$ cat config.mk
export PLATFORM = sky130hd
export DESIGN_NAME = emin_dp_accum
export DESIGN_NICKNAME = d
export VERILOG_FILES = /design/src/rtl/emin_dp_accum_pkg.sv /design/src/rtl/emin_dp_accum_sat_add.sv /design/src/rtl/emin_dp_accum.sv
export SDC_FILE = /design/constraint.sdc
export NUM_CORES = 1
export LEC_CHECK = 0
export ABC_CLOCK_PERIOD_IN_PS = 17800
export CAP_MARGIN = 10
export CELL_PAD_IN_SITES_DETAIL_PLACEMENT = 0
export CELL_PAD_IN_SITES_GLOBAL_PLACEMENT = 1
export CORE_MARGIN = 4
export CORE_UTILIZATION = 47
export DETAILED_ROUTE_END_ITERATION = 6
export PLACE_DENSITY = 0.91
export RECOVER_POWER = 100
export SLEW_MARGIN = 40
export SYNTH_ARGS = -nofsm -noshare
export SYNTH_HDL_FRONTEND = slang
export SYNTH_HIERARCHICAL = 1
export SYNTH_SLANG_ARGS = --single-unit
export TNS_END_PERCENT = 50
$ cat constraint.sdc
create_clock -name clk_in -period 17.8 [get_ports clk_in]
set_clock_uncertainty 0.2 [all_clocks]
set_input_delay 2.67 -clock clk_in [delete_from_list [all_inputs] [get_ports clk_in]]
set_output_delay 2.67 -clock clk_in [all_outputs]
set_load 0.05 [all_outputs]
$ cat src/rtl/emin_dp_accum_pkg.sv
// formant_pkg: shared types and defaults for the Emin DP accumulation path
package formant_pkg;
    typedef enum logic [1:0] {IDLE, ACCUM, DRAIN} state_t;
    localparam int BIT_WIDTH_DEF = 32;
    localparam int I_DEF = 160;
    localparam int K_MAX_DEF = 4;
    localparam int BRAM_LATENCY = 2;
    localparam logic [BIT_WIDTH_DEF-1:0] COST_INF = '1;
endpackage

$ cat src/rtl/emin_dp_accum_sat_add.sv
// sat_add: unsigned saturating adder where an all-ones operand acts as INF
module sat_add #(
    parameter int W = 32
) (
    input  logic [W-1:0] a,
    input  logic [W-1:0] b,
    output logic [W-1:0] y
);
    logic [W:0] s;
    assign s = {1'b0, a} + {1'b0, b};
    assign y = (&a || &b || s[W]) ? '1 : s[W-1:0];
endmodule

$ cat src/rtl/emin_dp_accum.sv
// emin_dp_accum: adds each Emin(j,i) to F(k-1,j-1), tracks min/argmin over j, writes F(k,i)
module emin_dp_accum
    import formant_pkg::*;
#(
    parameter int BIT_WIDTH = BIT_WIDTH_DEF,
    parameter int I = I_DEF,
    parameter int K_MAX = K_MAX_DEF,
    localparam int IW = $clog2(I),
    localparam int KW = $clog2(K_MAX)
) (
    input  logic                 clk_in,
    input  logic                 rst_in,
    input  logic                 start_in,
    input  logic [IW-1:0]        i_in,
    input  logic [KW-1:0]        k_in,
    input  logic                 emin_valid_in,
    input  logic [IW-1:0]        j_in,
    input  logic [BIT_WIDTH-1:0] emin_in,
    output logic [IW-1:0]        f_req,
    input  logic [BIT_WIDTH-1:0] f_resp,
    output logic                 wr_en,
    output logic [IW-1:0]        wr_addr,
    output logic [BIT_WIDTH-1:0] wr_cost,
    output logic [IW-1:0]        wr_bp,
    output logic                 busy,
    output logic                 err
);
    localparam logic [BIT_WIDTH-1:0] INF = '1;
    state_t state;
    logic [IW-1:0] i_q, exp_j, j1, j2, j3, bp_q;
    logic [KW-1:0] k_q;
    logic [BIT_WIDTH-1:0] e1, e2, c3, min_q, sum, cost2, e_clamp;
    logic v1, v2, v3, beat, pipe_empty;
    assign beat = emin_valid_in && state == ACCUM;
    assign pipe_empty = !(v1 || v2 || v3);
    assign e_clamp = emin_in[BIT_WIDTH-1] ? '0 : emin_in;
    assign f_req = (rst_in || j_in == '0) ? '0 : j_in - IW'(1);
    assign busy = state != IDLE;
    // j==0 has no predecessor cost; layer 0 only allows a segment starting at 0
    assign cost2 = (j2 == '0) ? ((k_q == '0) ? e2 : INF) : ((k_q == '0) ? INF : sum);
    sat_add #(.W(BIT_WIDTH)) u_add (.a(f_resp), .b(e2), .y(sum));
    always_ff @(posedge clk_in or posedge rst_in) begin
        if (rst_in) begin
            state <= IDLE;
            i_q <= '0;
            k_q <= '0;
            exp_j <= '0;
            v1 <= 1'b0;
            v2 <= 1'b0;
            v3 <= 1'b0;
            e1 <= '0;
            e2 <= '0;
            c3 <= '0;
            j1 <= '0;
            j2 <= '0;
            j3 <= '0;
            min_q <= INF;
            bp_q <= '0;
            wr_en <= 1'b0;
            wr_addr <= '0;
            wr_cost <= '0;
            wr_bp <= '0;
            err <= 1'b0;
        end else begin
            wr_en <= 1'b0;
            v1 <= beat;
            v2 <= v1;
            v3 <= v2;
            e1 <= e_clamp;
            j1 <= j_in;
            e2 <= e1;
            j2 <= j1;
            c3 <= cost2;
            j3 <= j2;
            if (v3 && c3 < min_q) begin
                min_q <= c3;
                bp_q <= j3;
            end
            if ((emin_valid_in && state != ACCUM) || (start_in && state != IDLE) || (beat && j_in != exp_j))
                err <= 1'b1;
            if (state == IDLE && start_in) begin
                state <= ACCUM;
                i_q <= i_in;
                k_q <= k_in;
                exp_j <= '0;
                min_q <= INF;
                bp_q <= '0;
            end
            if (beat) begin
                exp_j <= exp_j + IW'(1);
                if (j_in == i_q) state <= DRAIN;
            end
            if (state == DRAIN && pipe_empty) begin
                state <= IDLE;
                wr_en <= 1'b1;
                wr_addr <= i_q;
                wr_cost <= min_q;
                wr_bp <= bp_q;
            end
        end
    end
endmodule

==> impl_metrics.ini, run 1 <==
[timing]
timing.final.crit_share = 0.547
max_clock_freq_mhz = 103
finalSetupTns_ns = 0
tightest_slew_ns = 4.12
finalSetupViolCount = 0
finalHoldViolations = 0
max_slew_margin = -1.75
rsz0062_at_grt = false
drv_slew = 292
finalCriticalPeriod_ns = 9.74

[status]
violations = max-capacitance violations, max-slew violations
outcome = finished with violations

[clock_tree]
h-tree-depth = 1
cts.sinks = 231
post_cts_buffers = 0
clk_pin_slew_ns = 0.06
cts_resized = 0
clk_latency_ns = 0.53
cts_tree = built
cts_buffers = 26
hold_buffers = 0
root_buffer = clkbuf_16
clock_path_buffers = 3

[finish]
final_nets = 1339
final_cell_mix = dfrtp_1 (199), nand2_1 (91), nand3_1 (90), clkdlybuf4s50_1 (73), dlygate4sd3_1 (70)
postLayoutCellArea_sq_um = 13800
seq_area_sq_um = 5820
multi_input_area_sq_um = 5000
drive_gt1_frac = 0.0829
fillers = 1969
syn_to_final_growth_pct = 22.6
diodes = 0
layout_commonest_cell = dfrtp_1

[power_and_ir_drop]
powerDensity_nw_per_um2 = 139
comb_power_share = 0.309
clkPwrFrac = 0.297
seqPwrFrac = 0.394
p_switching_w = 0.000652
p_sw_frac = 0.340
ir_worst_vdd_v = 0.000102
leakage_nw = 6.44
internal_power_w = 0.00127

[routing]
drtAntennaViolNets = 0
wl_per_cell_microns = 17.7
wl_met2_microns = 12400
wirelength_met1_microns = 12400
vias_per_cell = 5.46
drt_iter0_markers = 428
wl_met3_microns = 1540
drc = 0
routed.top_layer = met4
dr.pass1.iters = 5
vias = 8323
wirelength_microns = 26900

[logic_synthesis]
synthCells = 1053
yosysSeqAreaShare = 0.516
synth_area_leaders = dfrtp_1 (44%), dfstp_2 (7.5%), ha_1 (7.3%)
async_flop_share = 1.00
syn_area_sq_um = 11300
yosys.area.top_type = dfrtp_1
ys_warn_count = 6
synth_ff_type = dfrtp_1
yosysTopAreaCellShare = 0.442
ys_seq_elements = 231
synth_edf_count = 0
avgSynthCellArea_sq_um = 10.7
synth_cell_types = 64

[floorplanning]
die-area_sq_um = 26500
fp-row-count = 56
die_h_microns = 163
die_width_microns = 163
core-area_sq_um = 23500
start_util = 0.479
ios = 145

[job]
max_cap_violations = 6

[worst_setup_path]
critical_path.endpoint_type = async pin
cp_cell_sequence = dlygate4sd3_1 > clkinvlp_2 > clkbuf_1 > clkbuf_1
crit_fanout = 79
crit_family = buffers and inverters
cp-startpoint = rst_in
path_buf_inv = 4
crit_path_frequent_cell = clkbuf_1
cpPeakStageDelay_ns = 2.96
path_class = primary input to async pin
cp.arrival_ns = 9.48
timing.rr.start = e2[0]
worstSetupStartpointType = primary input
required_ns = 17.54
cp_slowest_cell = clkbuf_1

[global_route]
grt_max_degree = 111
grt-ovfl-total = 0
grt_pass1_wl_microns = 43700
antenna_found_initial = 0
grtUsageTotal = 0.203
grt_pass1_vias = 8369

[place]
gp_congestion = 0.894
dpl.hpwl_microns = 19200
placed_cell_area_sq_um = 12900
io_buffers = 144

[hold_path]
min_from = e1[26]
min_path_type = flip-flop to flip-flop
==> layer usage <==
metal	vias up	GRT usage
met3	36	0.0321
li1	4016	-
met2	221	0.328
met1	4050	0.287
met5	-	0
met4	0	0.0534
==> metrics by stage <==
step	std cells	power [W]	setup slack [ns]	hold slack [ns]	util
2_1_floorplan	1054	0.00118	5.35	0.131	-
3_3_place_gp	1475	0.00134	9.70	0.131	0.549
3_5_place_dp	1475	0.00136	9.69	0.135	0.549
4_1_cts	1523	0.00194	9.67	0.147	0.589
5_1_grt	1525	0.00204	6.56	0.152	0.587
6_report	1525	0.00192	8.06	0.144	0.587
==> cell usage after synthesis, types with 3 or more instances <==
library cell / n
mux2_1: 48
nor2b_1: 34
or2_2: 3
buf_6: 8
nand4_1: 27
o21ai_0: 30
a211oi_1: 6
dfstp_2: 32
clkbuf_1: 31
o21a_1: 6
a21oi_1: 45
or3_1: 4
o21bai_1: 3
xnor2_1: 26
a211o_1: 3
o22a_1: 31
xor2_1: 18
nor3_1: 4
inv_1: 43
nand3_1: 90
nand2b_1: 8
and3_1: 8
nand2_1: 91
nor4_1: 11
buf_2: 11
o211ai_1: 5
nor2_1: 39
o21ai_1: 47
a31oi_1: 10
ha_1: 66
dfrtp_1: 199
a21o_1: 23
==> final cells by class <==
cell class | count | share of cell area
Clock buffer | 31 | 0.0499
Clock inverter | 17 | 0.0177
Inverter | 44 | 0.0120
Multi-Input combinational cell | 727 | 0.362
Sequential cell | 231 | 0.421
Tap cell | 319 | 0.0289
Timing Repair Buffer | 156 | 0.109
==> path summary, 6_finish.rpt <==
path                               end  slack, ns  depth (start not counted)
max                        wr_cost[14]       8.06                          4
min                             e2[26]       0.14                          0
max reg2reg                     c3[29]      13.53                         11
min reg2reg                     e2[26]       0.14                          0
max in group clk_in           f_req[7]       8.92                          5
min in group asynchronous   wr_cost[7]       2.73                          2
==> worst reg2reg max path, cell delays in order, from the launching register on <==
cell	delay [ns]
dfrtp_1	0.41
ha_1	0.22
fa_1	0.43
a211oi_1	0.27
nor2_1	0.14
o21ai_0	0.20
o21ai_0	0.26
a31oi_1	0.38
o31a_1	0.98
o211ai_1	0.19
a211o_1	0.28
o22a_1	0.19
==> state kept, by name, indices dropped and copies added, names as in the netlist <==
| signal | flops |
|---|---|
| c3 | 32 |
| min_q | 32 |
| wr_cost | 32 |
| e1 | 31 |
| e2 | 31 |
| bp_q | 8 |
| exp_j | 8 |
| i_q | 8 |
| j1 | 8 |
| j2 | 8 |
| j3 | 8 |
| wr_addr | 8 |
| wr_bp | 8 |
| k_q | 2 |
| state | 2 |
| err | 1 |
| v1 | 1 |
| v2 | 1 |
| v3 | 1 |
| wr_en | 1 |
==> cells by family (layout without fill, tap and decap cells) <==
group | Yosys count | after routing | synth area share
AO/OA/AOI/OAI | 230 | 230 | 0.135
XOR/XNOR | 44 | 44 | 0.0342
other | 1 | 2 | 0.000333
flip-flops | 231 | 231 | 0.516
multiplexers | 51 | 51 | 0.0507
AND/OR/NAND/NOR | 333 | 333 | 0.149
buffers and inverters | 96 | 248 | 0.0392
adder cells (fa/ha/maj) | 67 | 67 | 0.0750
==> power by group through the flow <==
stage	sequential, W	clock, W	combinational, W
after floorplan	0.000784	0	0.000392
after global placement	0.000759	0	0.000582
after detailed placement	0.000764	0	0.000597
after CTS	0.000757	0.000582	0.000602
after global routing	0.000773	0.000603	0.000667
final	0.000756	0.000568	0.000592
Note: power is estimated with default switching activity, not from simulation.
==> run 2, diff against run 1 <==
--- a/config.mk
+++ b/config.mk
@@ -5,14 +5,14 @@
 export SDC_FILE = /design/constraint.sdc
 export NUM_CORES = 1
 export LEC_CHECK = 0
-export ABC_CLOCK_PERIOD_IN_PS = 17800
+export ABC_CLOCK_PERIOD_IN_PS = 10050
 export CAP_MARGIN = 10
 export CELL_PAD_IN_SITES_DETAIL_PLACEMENT = 0
 export CELL_PAD_IN_SITES_GLOBAL_PLACEMENT = 1
 export CORE_MARGIN = 4
-export CORE_UTILIZATION = 47
+export CORE_UTILIZATION = 44
 export DETAILED_ROUTE_END_ITERATION = 6
-export PLACE_DENSITY = 0.91
+export PLACE_DENSITY = 0.86
 export RECOVER_POWER = 100
 export SLEW_MARGIN = 40
 export SYNTH_ARGS = -nofsm -noshare
==> constraint.sdc (replaced) <==
create_clock -name clk_in -period 10.05 [get_ports clk_in]
set_clock_uncertainty 0.2 [all_clocks]
set_input_delay 1.5075 -clock clk_in [delete_from_list [all_inputs] [get_ports clk_in]]
set_output_delay 1.5075 -clock clk_in [all_outputs]
set_load 0.05 [all_outputs]
==> impl_metrics.ini, run 2 (same netlist as run 1, synthesis figures left out) <==
[routing]
vias_per_cell = 5.43
wl_per_cell_microns = 17.7
routed.top_layer = met4
wl_met3_microns = 1430
wirelength_met1_microns = 12900
dr.pass1.iters = 4
drtAntennaViolNets = 0
drc = 0
drt_iter0_markers = 472
vias = 8336
wirelength_microns = 27200
wl_met2_microns = 12300

[global_route]
grt-ovfl-total = 0
grtUsageTotal = 0.189
grt_pass1_wl_microns = 44000
antenna_found_initial = 0
grt_max_degree = 84
grt_pass1_vias = 8347

[power_and_ir_drop]
power_w = 0.00330
leakage_nw = 6.43
ir_worst_vdd_v = 0.000128
powerDensity_nw_per_um2 = 240

[timing]
drv_slew = 250
timing.final.crit_share = 0.618
max_clock_freq_mhz = 161
finalSetupViolCount = 0
finalHoldViolations = 0
finalSetupTns_ns = 0
fin_ws_ns = 3.84
tightest_slew_ns = 3.47
rsz0062_at_grt = false
max_slew_margin = -1.31
finalCriticalPeriod_ns = 6.21

[place]
io_buffers = 144
gp_congestion = 0.909
dpl.hpwl_microns = 19400
pre_cts_ws_ns = 4.29
placed_cell_area_sq_um = 13000

[clock_tree]
cts.sinks = 231
clk_pin_slew_ns = 0.06
cts_resized = 0
clock_path_buffers = 3
root_buffer = clkbuf_16
cts_tree = built
clk_latency_ns = 0.52
cts_buffers = 26
post_cts_buffers = 0
h-tree-depth = 1
hold_buffers = 0

[worst_setup_path]
required_ns = 9.84
crit_path_frequent_cell = clkbuf_1
worstSetupStartpointType = primary input
critical_path.endpoint_type = async pin
crit_family = buffers and inverters
cp.arrival_ns = 6.00
cpPeakStageDelay_ns = 2.13
path_buf_inv = 5
crit_fanout = 83
cp_cell_sequence = dlygate4sd3_1 > clkinvlp_4 > clkbuf_8 > clkbuf_1 > clkbuf_1
cp_slowest_cell = clkbuf_1
path_class = primary input to async pin

[finish]
drive_gt1_frac = 0.0789
layout_commonest_cell = dfrtp_1
top_regs = c3: 32 flops, min_q: 32 flops, wr_cost: 32 flops
diodes = 0
final_cell_mix = dfrtp_1 (199), nand2_1 (91), nand3_1 (90), clkdlybuf4s50_1 (73), dlygate4sd3_1 (70)
final_nets = 1339
postLayoutCellArea_sq_um = 13800
syn_to_final_growth_pct = 22.1

[status]
violations = max-capacitance violations, max-slew violations
outcome = finished with violations

[floorplanning]
ios = 145
die-area_sq_um = 28200
die_h_microns = 168
core-area_sq_um = 25200
die_width_microns = 168
start_util = 0.448
fp-row-count = 58

[job]
max_cap_violations = 5

[hold_path]
min_path_type = flip-flop to flip-flop
run 2: cell types whose count changed in the layout (fill, tap and decap cells not counted), sizes merged:
cell	previous run	this run
clkinvlp	6	3
clkinv	4	6
bufinv	5	2
clkbuf	38	42
buf	6	5
inv	46	45
run 2: cell type report:
type                       instances  area, sq um
sequential                       231         5820
clock inverter                    12          129
multi-input combinational        727         4980
timing repair buffer             156         1510
fill                            2188        11400
tap                              330          413
clock buffer                      34          742
inverter                          44          169
run 2: through the flow:
stage                      util  std cells  hold WS [ns]
final                     0.547       1534         0.142
after global routing      0.547       1534         0.150
after CTS                 0.549       1533         0.145
after detailed placement  0.515       1487         0.135
after global placement    0.514       1486         0.131
after floorplan               -       1054         0.131
run 2: worst paths after layout:
path | startpoint | to | slack [ns] | cells after the start
setup / recovery | rst_in | e2[25] | 3.84 | 5
hold / removal | e1[26] | e2[26] | 0.14 | 0
setup reg to reg | e2[0] | c3[29] | 5.79 | 11
hold reg to reg | e1[26] | e2[26] | 0.14 | 0
max in group clk_in | rst_in | f_req[4] | 4.25 | 6
min in group asynchronous | rst_in | i_q[2] | 1.48 | 3
run 2: worst register-to-register path: cells and delay by family, from the launching register on:
kind            cells  cell delay (ns)
flops               1             0.42
fa+ha+maj           2             0.66
compound gates      8             2.74
simple gates        1             0.13
run 2: where the power goes:
| part | internal [W] | total, W | switching [W] |
|---|---|---|---|
| Sequential | 0.00118 | 0.00133 | 0.000149 |
| Clock | 0.000572 | 0.000941 | 0.000369 |
| Combinational | 0.000421 | 0.00103 | 0.000609 |
| Total | 0.00218 | 0.00330 | 0.00113 |
run 2: metal layers:
| layer | GRT usage | vias up |
|---|---|---|
| li1 | - | 4014 |
| met4 | 0.0490 | 0 |
| met3 | 0.0298 | 40 |
| met1 | 0.273 | 4081 |
| met5 | 0 | - |
| met2 | 0.301 | 201 |
